## src/rtl/cook_timer_ctrl_pkg.sv

```systemverilog
// Shared types and BCD limits for the microwave cook-time controller.
package cook_timer_pkg;

    localparam int         BCD_W        = 4;
    localparam logic [3:0] SEC_TENS_MAX = 4'd5;
    localparam logic [3:0] DIGIT_MAX    = 4'd9;

    typedef enum logic [2:0] {
        IDLE    = 3'd0,
        ENTRY   = 3'd1,
        COOKING = 3'd2,
        PAUSED  = 3'd3,
        DONE    = 3'd4
    } state_t;

endpackage

```

## src/rtl/cook_timer_ctrl_bcd_digit_down.sv

```systemverilog
// One BCD digit of the cook-time display: clear, shift-load and a decrement
// that wraps 0 -> MAX and reports the wrap as a borrow to the next digit.
module bcd_digit_down import cook_timer_pkg::*; #(
    parameter logic [BCD_W-1:0] MAX = DIGIT_MAX
) (
    input  logic             clock,
    input  logic             reset,
    input  logic             clear,
    input  logic             load,
    input  logic [BCD_W-1:0] load_val,
    input  logic             dec_en,
    output logic [BCD_W-1:0] value,
    output logic             borrow_out
);

    always_ff @(posedge clock) begin
        if (reset || clear) begin
            value <= '0;
        end else if (load) begin
            value <= load_val;
        end else if (dec_en) begin
            value <= (value == '0) ? MAX : value - 4'd1;
        end
    end

    assign borrow_out = dec_en && (value == '0);

endmodule

```

## src/rtl/cook_timer_ctrl.sv

```systemverilog
// Microwave cook-time controller: MM:SS keypad entry, 1 Hz countdown, pause/resume.
// Optional done beeper is built only when COOK_TIMER_BEEP_EN is defined.
module cook_timer_ctrl import cook_timer_pkg::*; #(
    parameter int MAX_DIGITS = 4,
    parameter int BEEP_TICKS = 3
) (
    input  logic       clock,
    input  logic       reset,
    input  logic       tick_1hz,
    input  logic       key_valid,
    input  logic [3:0] key_digit,
    input  logic       start,
    input  logic       stop_clear,
    input  logic       door_closed,
    output logic [3:0] sec_ones,
    output logic [3:0] sec_tens,
    output logic [3:0] min_ones,
    output logic [3:0] min_tens,
    output logic       magnetron_on,
    output logic       done,
    output logic       beep,
    output logic [2:0] dbg_state
);

    state_t     state, state_nxt;
    logic [2:0] key_cnt, key_cnt_nxt;
    logic       door_q;
    logic       shift_en, dec_en, clr_digits;
    logic       so_borrow, st_borrow, mo_borrow;

    // key_valid is a one-cycle strobe with no back-pressure: a key that the
    // current state cannot accept is simply dropped.
    logic digit_ok, cnt_full, upper_zero, time_zero, last_sec;
    assign digit_ok   = key_valid && (key_digit <= DIGIT_MAX);
    assign cnt_full   = (key_cnt == MAX_DIGITS[2:0]);
    assign upper_zero = (min_tens == '0) && (min_ones == '0) && (sec_tens == '0);
    assign time_zero  = upper_zero && (sec_ones == '0);
    assign last_sec   = upper_zero && (sec_ones == 4'd1);

    always_comb begin
        state_nxt   = state;
        key_cnt_nxt = key_cnt;
        shift_en    = 1'b0;
        dec_en      = 1'b0;
        clr_digits  = 1'b0;
        case (state)
            IDLE, ENTRY: begin
                if (stop_clear) begin
                    state_nxt   = IDLE;
                    clr_digits  = 1'b1;
                    key_cnt_nxt = '0;
                end else if (state == ENTRY && start) begin
                    if (door_closed && !time_zero) state_nxt = COOKING;
                end else if (digit_ok && !cnt_full) begin
                    shift_en    = 1'b1;
                    key_cnt_nxt = key_cnt + 3'd1;
                    state_nxt   = ENTRY;
                end
            end
            COOKING: begin
                if (stop_clear || !door_closed) begin
                    state_nxt = PAUSED;
                end else if (tick_1hz) begin
                    dec_en = 1'b1;
                    if (last_sec) state_nxt = DONE;
                end
            end
            PAUSED: begin
                if (stop_clear) begin
                    state_nxt   = IDLE;
                    clr_digits  = 1'b1;
                    key_cnt_nxt = '0;
                end else if (start && door_closed) begin
                    state_nxt = COOKING;
                end
            end
            DONE: begin
                if (stop_clear || key_valid || (door_q && !door_closed)) begin
                    state_nxt   = IDLE;
                    clr_digits  = 1'b1;
                    key_cnt_nxt = '0;
                end
            end
            default: begin
                state_nxt   = IDLE;
                clr_digits  = 1'b1;
                key_cnt_nxt = '0;
            end
        endcase
    end

    always_ff @(posedge clock) begin
        if (reset) begin
            state        <= IDLE;
            key_cnt      <= '0;
            door_q       <= 1'b0;
            magnetron_on <= 1'b0;
            done         <= 1'b0;
        end else begin
            state        <= state_nxt;
            key_cnt      <= key_cnt_nxt;
            door_q       <= door_closed;
            magnetron_on <= (state_nxt == COOKING);
            done         <= (state_nxt == DONE);
        end
    end

    assign dbg_state = state;

    // Digits shift left on entry and borrow right-to-left on countdown.
    bcd_digit_down #(.MAX(DIGIT_MAX)) u_sec_ones (
        .clock(clock), .reset(reset), .clear(clr_digits), .load(shift_en),
        .load_val(key_digit), .dec_en(dec_en), .value(sec_ones), .borrow_out(so_borrow)
    );
    bcd_digit_down #(.MAX(SEC_TENS_MAX)) u_sec_tens (
        .clock(clock), .reset(reset), .clear(clr_digits), .load(shift_en),
        .load_val(sec_ones), .dec_en(so_borrow), .value(sec_tens), .borrow_out(st_borrow)
    );
    bcd_digit_down #(.MAX(DIGIT_MAX)) u_min_ones (
        .clock(clock), .reset(reset), .clear(clr_digits), .load(shift_en),
        .load_val(sec_tens), .dec_en(st_borrow), .value(min_ones), .borrow_out(mo_borrow)
    );
    bcd_digit_down #(.MAX(DIGIT_MAX)) u_min_tens (
        .clock(clock), .reset(reset), .clear(clr_digits), .load(shift_en),
        .load_val(min_ones), .dec_en(mo_borrow), .value(min_tens), .borrow_out()
    );

`ifdef COOK_TIMER_BEEP_EN
    localparam int BW = $clog2(BEEP_TICKS + 1);
    logic [BW-1:0] beep_left;
    logic          beep_q;

    // Ticks are counted only after DONE is entered; the tick that finished
    // the countdown does not shorten the beep.
    always_ff @(posedge clock) begin
        if (reset || state_nxt != DONE) begin
            beep_left <= '0;
            beep_q    <= 1'b0;
        end else if (state != DONE) begin
            beep_left <= BEEP_TICKS[BW-1:0];
            beep_q    <= 1'b1;
        end else if (tick_1hz && beep_left != '0) begin
            beep_left <= beep_left - BW'(1);
            if (beep_left == BW'(1)) beep_q <= 1'b0;
        end
    end

    assign beep = beep_q;
`else
    assign beep = 1'b0;
`endif

endmodule

```

## config.mk

```make
export PLATFORM = sky130hd
export DESIGN_NAME = cook_timer_ctrl
export DESIGN_NICKNAME = d
export VERILOG_FILES = /design/src/rtl/cook_timer_ctrl_pkg.sv /design/src/rtl/cook_timer_ctrl_bcd_digit_down.sv /design/src/rtl/cook_timer_ctrl.sv
export SDC_FILE = /design/constraint.sdc
export NUM_CORES = 1
export LEC_CHECK = 0
export CAP_MARGIN = 15
export CORE_ASPECT_RATIO = 1.2
export CORE_MARGIN = 1.5
export CORE_UTILIZATION = 60
export DETAILED_ROUTE_END_ITERATION = 6
export DONT_BUFFER_PORTS = 1
export MAX_ROUTING_LAYER = met4
export PLACE_DENSITY = 0.76
export SKIP_CTS_REPAIR_TIMING = 1
export SYNTH_ARGS = -nofsm -noshare
export SYNTH_HDL_FRONTEND = slang
export SYNTH_SLANG_ARGS = --single-unit
```

## constraint.sdc

```tcl
create_clock -name clock -period 2.4 [get_ports clock]
set_clock_uncertainty 0.2 [all_clocks]
set_input_delay 0.24 -clock clock [delete_from_list [all_inputs] [get_ports clock]]
set_output_delay 0.24 -clock clock [all_outputs]
set_load 0.005 [all_outputs]
```

# Yosys cells after proc, flatten, opt, wreduce, memory -nomap -nowiden
# Cells that the tools add are included.
dict set report totals {
  regBits 25
  word_cells 99
}
dict set report op_classes {
  add_sub_neg 5
  order_cmp 1
  eq_ne 12
  n_mux 39
  bitwise 1
  reduce_logical 32
}
# op count
set op_table {}
lappend op_table {{$mux W4} 12}
lappend op_table {{$mux W3} 15}
lappend op_table {{$pmux W3 S4} 2}
lappend op_table {{$logic_not A4 Y1} 4}
lappend op_table {{$sub A4 B1 Y4 const B} 4}
lappend op_table {{$logic_and A1 B1 Y1} 13}
lappend op_table {{$eq A3 B2 Y1 const B} 3}
lappend op_table {{$eq A3 B3 Y1 const B} 3}
lappend op_table {{$mux W1} 9}
lappend op_table {{$reduce_bool A2 Y1} 4}
lappend op_table {{$ne A3 B3 Y1 const B} 2}
lappend op_table {{$reduce_and A5 Y1} 1}
lappend op_table {{$eq A4 B1 Y1 const B} 1}
lappend op_table {{$le A4 B4 Y1 const B} 1}
lappend op_table {{$logic_or A1 B1 Y1} 4}
lappend op_table {{$ne A2 B2 Y1 const B} 2}
lappend op_table {{$add A3 B1 Y3 const B} 1}
lappend op_table {{$eq A3 B1 Y1 const B} 1}
lappend op_table {{$logic_not A1 Y1} 3}
lappend op_table {{$logic_not A3 Y1} 1}
lappend op_table {{$pmux W1 S3} 1}
lappend op_table {{$reduce_or A3 Y1} 1}
lappend op_table {{$reduce_or A2 Y1} 1}
lappend op_table {{$not A1 Y1} 1}

# Depth between registers and ports, before layout
# Gate-level depths: netlist of the first run.
dict set report logic_depth {
  ltp_word 11
  ltp_mapped 7
}

# Cells and area by module
# Synthesis of the first run repeated with hierarchy kept, for this count alone.
dict set report hier_totals {
  hier_cells 166
  hier_area_um2 1392.6
}
# module instances cells_each area_each_um2 seq_area_each_um2
set by_module_without_submodules {}
lappend by_module_without_submodules {{bcd_digit_down (u_min_ones ...)} 3 24 203.9 80.1}
lappend by_module_without_submodules {cook_timer_ctrl 1 72 584.3 180.2}
lappend by_module_without_submodules {{bcd_digit_down (u_sec_tens)} 1 22 196.4 80.1}

# Worst setup path after synthesis of the first run
# No wires, ideal clock.
dict set report synth_path {
  path_type {reg2reg}
  from {register u_sec_ones.value[0]}
  to {register u_min_tens.value[1]}
  arrival_ns 1.716
  t_required_ns 2.109
  slack_ns 0.394
  stages_incl_launch_ff 5
  path_buffers 0
  period_less_slack_ns 2.006
  path_cell_list {dfxtp_1 > nor4_4 > nand4_4 > or4_1 > a311oi_1}
}
dict set report synth_via {
  elab_chain_cells 5
}
# item line_no
set synth_rtl {}
lappend synth_rtl {{start: declaration} cook_timer_ctrl_bcd_digit_down.sv:12} ;# output logic [BCD_W-1:0] value,
lappend synth_rtl {{start signal: assignment} cook_timer_ctrl_bcd_digit_down.sv:20} ;# value <= load_val;
lappend synth_rtl {{start signal: assignment} cook_timer_ctrl_bcd_digit_down.sv:22} ;# value <= (value == '0) ? MAX : value - 4'd1;
lappend synth_rtl {{$logic_not A4 Y1} cook_timer_ctrl_bcd_digit_down.sv:26} ;# assign borrow_out = dec_en && (value == '0);
lappend synth_rtl {{$logic_and A1 B1 Y1 (3 in a row)} cook_timer_ctrl_bcd_digit_down.sv:26}
lappend synth_rtl {{$reduce_bool A2 Y1 (no line)} n/a}
lappend synth_rtl {{end signal: assignment} cook_timer_ctrl_bcd_digit_down.sv:20}
lappend synth_rtl {{end signal: assignment} cook_timer_ctrl_bcd_digit_down.sv:22}
lappend synth_rtl {{end: declaration} cook_timer_ctrl_bcd_digit_down.sv:12}
# No other way between the ends.
# A chain may end at the register's enable or synchronous reset.

# Final worst setup path of the first run
dict set report layout_path {
  from {register state[2], in the netlist dbg_state[2]}
  to {register u_sec_tens.value[2]}
}
dict set report layout_via {
  elab_chain_cells 6
  elab_cells_between_ends 17
}
# item line_no
set layout_rtl {}
lappend layout_rtl {{start: declaration} cook_timer_ctrl.sv:25} ;# state_t state, state_nxt;
lappend layout_rtl {{start signal: assignment} cook_timer_ctrl.sv:100} ;# state <= state_nxt;
lappend layout_rtl {{$eq A3 B1 Y1} {cook_timer_ctrl.sv:46, cook_timer_ctrl.sv:52}}
lappend layout_rtl {{$logic_and A1 B1 Y1} cook_timer_ctrl.sv:52} ;# end else if (state == ENTRY && start) begin
lappend layout_rtl {{$mux W1} cook_timer_ctrl.sv:52}
lappend layout_rtl {{$mux W1} cook_timer_ctrl.sv:48} ;# if (stop_clear) begin
lappend layout_rtl {{$mux W1} cook_timer_ctrl.sv:46} ;# case (state)
lappend layout_rtl {{$mux W4 or $reduce_bool A2 Y1 (tied branches)} n/a}
lappend layout_rtl {{end signal: assignment} cook_timer_ctrl_bcd_digit_down.sv:20}
lappend layout_rtl {{end signal: assignment} cook_timer_ctrl_bcd_digit_down.sv:22}
lappend layout_rtl {{end: declaration} cook_timer_ctrl_bcd_digit_down.sv:12}
# Parallel ways exist; a longest one is shown, timed or not.

==> flow_summary.ini, run 1 <==
[setup_path]
r2r-start = dbg_state[2]$_SDFF_PP0_
r2r_cells = 7
start_kind = flip-flop
arrival_ns = 2.26
crit_slowest_cell = a2111oi_0
cpMostUsedCell = buf_4
cpPeakStageDelay_ns = 0.47
required_ns = 2.44
path_cells = buf_4 -> a2111oi_0 -> buf_4 -> nand3_1 -> buf_4 -> o211a_1 -> nor4_1
r2r_setup_slack_ns = 0.19
reg2reg_to = u_sec_tens.value[2]$_SDFFE_PP0P_
cp_max_fo = 27
path_class = flip-flop to flip-flop
end_kind = flip-flop

[yosys]
postSynthCellCount = 185
synth.top_cell.area_share_pct = 32.7
synth_cell_types = 53
yosys.area.top_type = dfxtp_1
ys_seq_elements = 25
ys_seq_area_share_pct = 32.7
yosys_warnings = 0
synth_area_um2 = 1530
synth-edff-count = 0
async_flop_share_pct = 0
yosys_most_used_dff = dfxtp_1
syn_nets = 198
yosys-top-cells-area = dfxtp_1, nor2_1, nand2_1
syn_avg_cell_area_um2 = 8.28

[drt]
vias = 1537
antenna_left = 0
viasPerCell = 6.77
post-route-drc-count = 0
wirelength_um = 3990
first_iter_violations = 67
wl_per_cell_um = 17.6
first_pass_iters = 4

[floorplan]
core_area_um2 = 2350
die_w_um = 49.1
row_count = 19
dieHeight_um = 58.3
initial_core_util_pct = 65.1
pin_count = 33
design.die.area_um2 = 2870

[clocking]
cts_root_buffer = clkbuf_4
htree_levels = 1
cts_inserted_buffers = 3
ctsLongestPathBuffers = 2
cts_tree = done
worst_skew_pair.late_latency_ns = 0.32
clk_transition_reported_paths_ns = 0.14
cts_sinks = 25

[flow_run]
maxCapViolCount = 0

[timing]
max_freq_mhz = 451
fin_tns_setup_ns = 0
rsz0062_at_grt = no
setup_viol_count_final = 0
slew-limit-headroom_pct = 63.6
fin_crit_ns = 2.21
tightest_slew_ns = 0.540
timing_hold_violations_final = 0
final-max-slew-violation-count = 0
fin_crit_sh_pct = 92.3
fin_ws_ns = 0.185

[pwr]
power.leakage_nw = 0.605
power_density_nw_per_um2 = 430
ir_drop_v = 0.000264

[min_path]
min_path_cells = 3
worstHoldEndpoint = dbg_state[0]$_SDFF_PP0_
hp-class = input port to flip-flop
hp-start = door_closed

[grt]
groute.usage.overall_pct = 28.8
grt_pass1_wl_um = 6250
grt_max_degree = 28
antenna_found_initial = 0
overflow = 0
grt_pass1_vias = 1429

[finish]
drive_gt1_share_pct = 12.2
nets = 210
diodes = 0
multi_input_area_um2 = 967
area.growth.synth_to_final_pct = 11.3
nFillCells = 190
seq_area_um2 = 500
finish.utilization_pct = 72.4

[placed_design]
dp_hpwl_um = 2900
routabilityCongestion = 0.872
place_ws_ns = 0.162
portBuffers = 0

[run_status]
status = finished, final reports clean
## metal layers
metal  up-vias  routed length (um)  track usage, %
met5         -                   0               -
met4         0                  90            15.9
met3        10                 228            5.08
met2        61                2160            50.8
met1       737                1510            30.7
li1        729                   -               -
## critical path, delay by kind of cell (launching register included)
family / cells / cell delay [ns]
buffers and inverters: 3 / 0.63
AOI/OAI and AO/OA: 2 / 0.62
DFF: 1 / 0.37
and+or+nand+nor: 2 / 0.31
## final cells by class
cell class	instances	share of cell area, %
inverters	3	0.661
well taps	31	2.28
multi-input cells	145	56.8
repair buffers	19	9.40
flip-flops and latches	25	29.4
clock buffers	4	1.54
## synth_stat cells (3+ instances only)
library cell / count
nor2_1: 18
o21ai_0: 8
nand3b_1: 5
a21boi_0: 3
nor3_1: 6
clkbuf_1: 7
a311oi_1: 4
buf_2: 3
nand2_1: 16
and4b_1: 3
nor4_1: 3
inv_1: 3
nand3_1: 6
a21oi_1: 8
a211oi_1: 6
xor2_1: 3
a31oi_1: 4
or4_1: 4
dfxtp_1: 25
## cells in the final DEF (no fill, tap or decap), drive strengths merged, types with 2 or more instances in the layout
| cell | instances |
|---|---|
| inv | 3 |
| a311oi | 4 |
| a21boi | 3 |
| nor2 | 18 |
| o31ai | 2 |
| a41oi | 2 |
| nor2b | 2 |
| o211a | 2 |
| and2 | 2 |
| or4b | 3 |
| buf | 12 |
| clkbuf | 4 |
| nand3 | 6 |
| nand2 | 16 |
| dlygate4sd3 | 7 |
| a31oi | 4 |
| o32ai | 2 |
| o31a | 2 |
| nor4 | 4 |
| or4 | 4 |
| xor2 | 3 |
| a21o | 2 |
| ha | 2 |
| nand4 | 2 |
| a211oi | 6 |
| nor3 | 8 |
| or2 | 2 |
| nand3b | 5 |
| o311ai | 2 |
| nand2b | 2 |
| o211ai | 2 |
| or3 | 2 |
| nor4bb | 2 |
| o21ai | 8 |
| and4b | 3 |
| dfxtp | 25 |
| a21oi | 8 |
## flip-flops by register name, summed over array words and instances, names as in the netlist
register / cells
dbg_state: 3
done: 1
door_q: 1
key_cnt: 3
magnetron_on: 1
u_min_ones.value: 4
u_min_tens.value: 4
u_sec_ones.value: 4
u_sec_tens.value: 4
## worst max path at each step
| stage | from | to | slack [ns] |
|---|---|---|---|
| 6_report | dbg_state[2]$_SDFF_PP0_ | u_sec_tens.value[2]$_SDFFE_PP0P_ | 0.19 |
| 5_1_grt | dbg_state[2]$_SDFF_PP0_ | u_sec_tens.value[2]$_SDFFE_PP0P_ | 0.06 |
| 4_1_cts | dbg_state[2]$_SDFF_PP0_ | u_sec_tens.value[2]$_SDFFE_PP0P_ | 0.13 |
| 3_5_place_dp | dbg_state[2]$_SDFF_PP0_ | u_sec_tens.value[2]$_SDFFE_PP0P_ | 0.16 |
| 3_3_place_gp | dbg_state[2]$_SDFF_PP0_ | u_sec_tens.value[2]$_SDFFE_PP0P_ | 0.19 |
| 2_1_floorplan | u_sec_ones.value[0]$_SDFFE_PP0P_ | u_min_tens.value[1]$_SDFFE_PP0P_ | 0.39 |
## power breakdown
| part | internal (W) | leakage, nW | switching, W |
|---|---|---|---|
| Clock | 0.0000650 | 0.0150 | 0.000127 |
| Combinational | 0.0000462 | 0.387 | 0.0000595 |
| Sequential | 0.000424 | 0.202 | 0.0000123 |
| Total | 0.000535 | 0.605 | 0.000199 |
## kinds of logic (layout without fill, tap and decap cells)
group / count (synthesis) / after routing / share of synthesized area, %
adders and majority gates: 2 / 2 / 1.63
buffers and inverters: 15 / 26 / 4.17
DFF: 25 / 25 / 32.7
muxes: 1 / 1 / 0.654
xor gates and xnor gates: 3 / 3 / 1.72
other: 1 / 1 / 0.245
and+or+nand+nor: 86 / 86 / 34.3
AOI/OAI and AO/OA: 52 / 52 / 24.6
## through the flow
step,instance area (um^2),total power (W),cells,hold slack [ns]
detailed placement,1610,0.000539,216,0.115
global placement,1610,0.000535,216,0.112
CTS,1630,0.000725,220,-0.235
global route,1700,0.000763,227,0.00744
floorplan,1530,0.000517,185,0.168
finish,1700,0.000733,227,0.00925
Power figures use the tool's default switching activity.
==> inputs of run 2 (changes only) <==
Settings changed: SLEW_MARGIN set to 10.
==> results of run 2 <==
The final DEF is identical to that of run 1; final timing and power are the same.
==> inputs of run 3 (changes only) <==
Settings changed: RECOVER_POWER set to 25.
==> results of run 3 <==
The final DEF is identical to that of run 1; final timing and power are the same.
==> patch (settings of run 1) <==
Register the output `sec_tens`; this adds one clock of latency there. The other outputs are not delayed to match.
--- a/src/rtl/cook_timer_ctrl.sv
+++ b/src/rtl/cook_timer_ctrl.sv
@@ -24,2 +24,4 @@
 
+    logic [3:0] sec_tens_d;
+
     state_t     state, state_nxt;
@@ -35,3 +37,3 @@
     assign cnt_full   = (key_cnt == MAX_DIGITS[2:0]);
-    assign upper_zero = (min_tens == '0) && (min_ones == '0) && (sec_tens == '0);
+    assign upper_zero = (min_tens == '0) && (min_ones == '0) && (sec_tens_d == '0);
     assign time_zero  = upper_zero && (sec_ones == '0);
@@ -116,3 +118,3 @@
         .clock(clock), .reset(reset), .clear(clr_digits), .load(shift_en),
-        .load_val(sec_ones), .dec_en(so_borrow), .value(sec_tens), .borrow_out(st_borrow)
+        .load_val(sec_ones), .dec_en(so_borrow), .value(sec_tens_d), .borrow_out(st_borrow)
     );
@@ -120,3 +122,3 @@
         .clock(clock), .reset(reset), .clear(clr_digits), .load(shift_en),
-        .load_val(sec_tens), .dec_en(st_borrow), .value(min_ones), .borrow_out(mo_borrow)
+        .load_val(sec_tens_d), .dec_en(st_borrow), .value(min_ones), .borrow_out(mo_borrow)
     );
@@ -152,2 +154,6 @@
 
+    always_ff @(posedge clock) begin
+        sec_tens <= sec_tens_d;
+    end
+
 endmodule
Check against the original RTL: not equivalent (Yosys sat finds a counterexample within 4 cycles, from zero or initial values and one cycle with reset high).
==> patch against run 1 <==
The flow now finishes with violations (negative hold slack). Synthesized area decreased by 3.8%. Utilization increased by 0.90 points. Total power increased by 30%. Final area decreased by 0.81%. Synthesized cell count decreased by 7.0%. Worst setup slack got worse by 0.025 ns. Critical path depth decreased by 2. Sequential cell count increased by 4. Wire length decreased by 11%. Largest cell class unchanged. Highest routed layer unchanged.
==> patch: results (changes against run 1) <==
status:
  outcome: "finished, violations left"
  violations: "negative hold slack"
synthesis:
  synth_common_cells: "dfxtp_1 (29), nor2_1 (25), a21oi_1 (12), nor3_1 (10), a211oi_1 (9)"
  syn_nets: 185  # -6.6%
  post_synth_num_cell_types: 47  # -11%
setup_path:
  crit_family: "simple AND/OR/NAND/NOR gates"
  reg2reg_depth: 5  # -2
  r2r-start: "u_min_ones.value[1]"
  slowest_delay_ns: 0.52  # +0.05 ns
clock_network:
  path_clk_slew_ns: 0.09  # -0.05 ns
  htreeDepth: 2  # +1
detailed_routing:
  wl_met1_um: 1337  # -12%
  dr_wl_met2_um: 1941  # -10%
  post_drt_wl_per_cell_um: 16.22  # -7.7%
  via_count: 1329  # -14%
final_layout:
  stdcell_count: 218  # -4.0%
  final_layout_size_suffix_gt1_share_pct: 16.04  # +3.8 points
placement:
  place_inst: 203  # -6.0%
  dp_hpwl_um: 2502  # -14%
  post-place-ws_ns: 0.1871  # +0.02523 ns
power_and_ir_drop:
  p_int_mw: 0.7116  # +33%
  p_leak_nw: 0.6132  # +1.4%
grt:
  grt_pass1_wl_um: 5575  # -11%
  grtUsageTotal_pct: 29.24  # +0.42 points
sta:
  finalHoldViolations: 3  # +3
  fin_hold_ws_ns: -0.02677  # -0.03602 ns
[patch: worst max-delay path by stage]
stage / from / end / slack (ns) / depth (start not counted)
floorplan: u_sec_ones.value[3] / u_min_tens.value[1] / 0.14 / 6
global placement: u_sec_ones.value[3] / u_min_tens.value[1] / 0.23 / 5
global route: u_min_ones.value[1] / magnetron_on / 0.08 / 5
CTS: u_min_ones.value[1] / magnetron_on / 0.17 / 5
detailed placement: u_sec_ones.value[3] / u_min_tens.value[1] / 0.19 / 5
finish: u_min_ones.value[1] / magnetron_on / 0.16 / 5
[patch: logic make-up (layout without fill, tap and decap cells)]
kind of cell             count (synthesis)  count (layout)  synth area share, %
buffers and inverters                   14              29                4.673
XOR/XNOR                                 8               8                4.758
adder cells (fa/ha/maj)                  2               2                1.699
AND/OR/NAND/NOR                         72              72                27.78
other                                    1               1               0.2546
flip-flops                              29              29                39.42
AO/OA/AOI/OAI                           46              46                21.41
[patch: layout make-up]
type | count | area (um^2)
Sequential cell | 29 | 580.6
Inverter | 3 | 11.26
Clock buffer | 7 | 65.06
Tap cell | 31 | 38.79
Timing Repair Buffer | 18 | 165.2
Multi-Input combinational cell | 129 | 824.5
Clock inverter | 1 | 5.005
Fill cell | 193 | 615.6
[patch: routing by layer]
layer,GRT usage [%],vias up
met3,9.177,8
li1,-,654
met2,49.44,37
met5,-,-
met1,29.17,630
met4,12.36,0
[patch: worst min-delay path, stage by stage]
cell and delay (ns):
nor4b_1 0.03, nand3_1 0.11, a21oi_1 0.07
[patch: per-stage QoR]
| stage | util [%] | area, um^2 |
|---|---|---|
| global route | 73.30 | 1690 |
| CTS | 70.21 | 1619 |
| detailed placement | 67.17 | 1549 |
| finish | 73.30 | 1690 |
| floorplan | - | 1473 |
| global placement | 67.17 | 1549 |
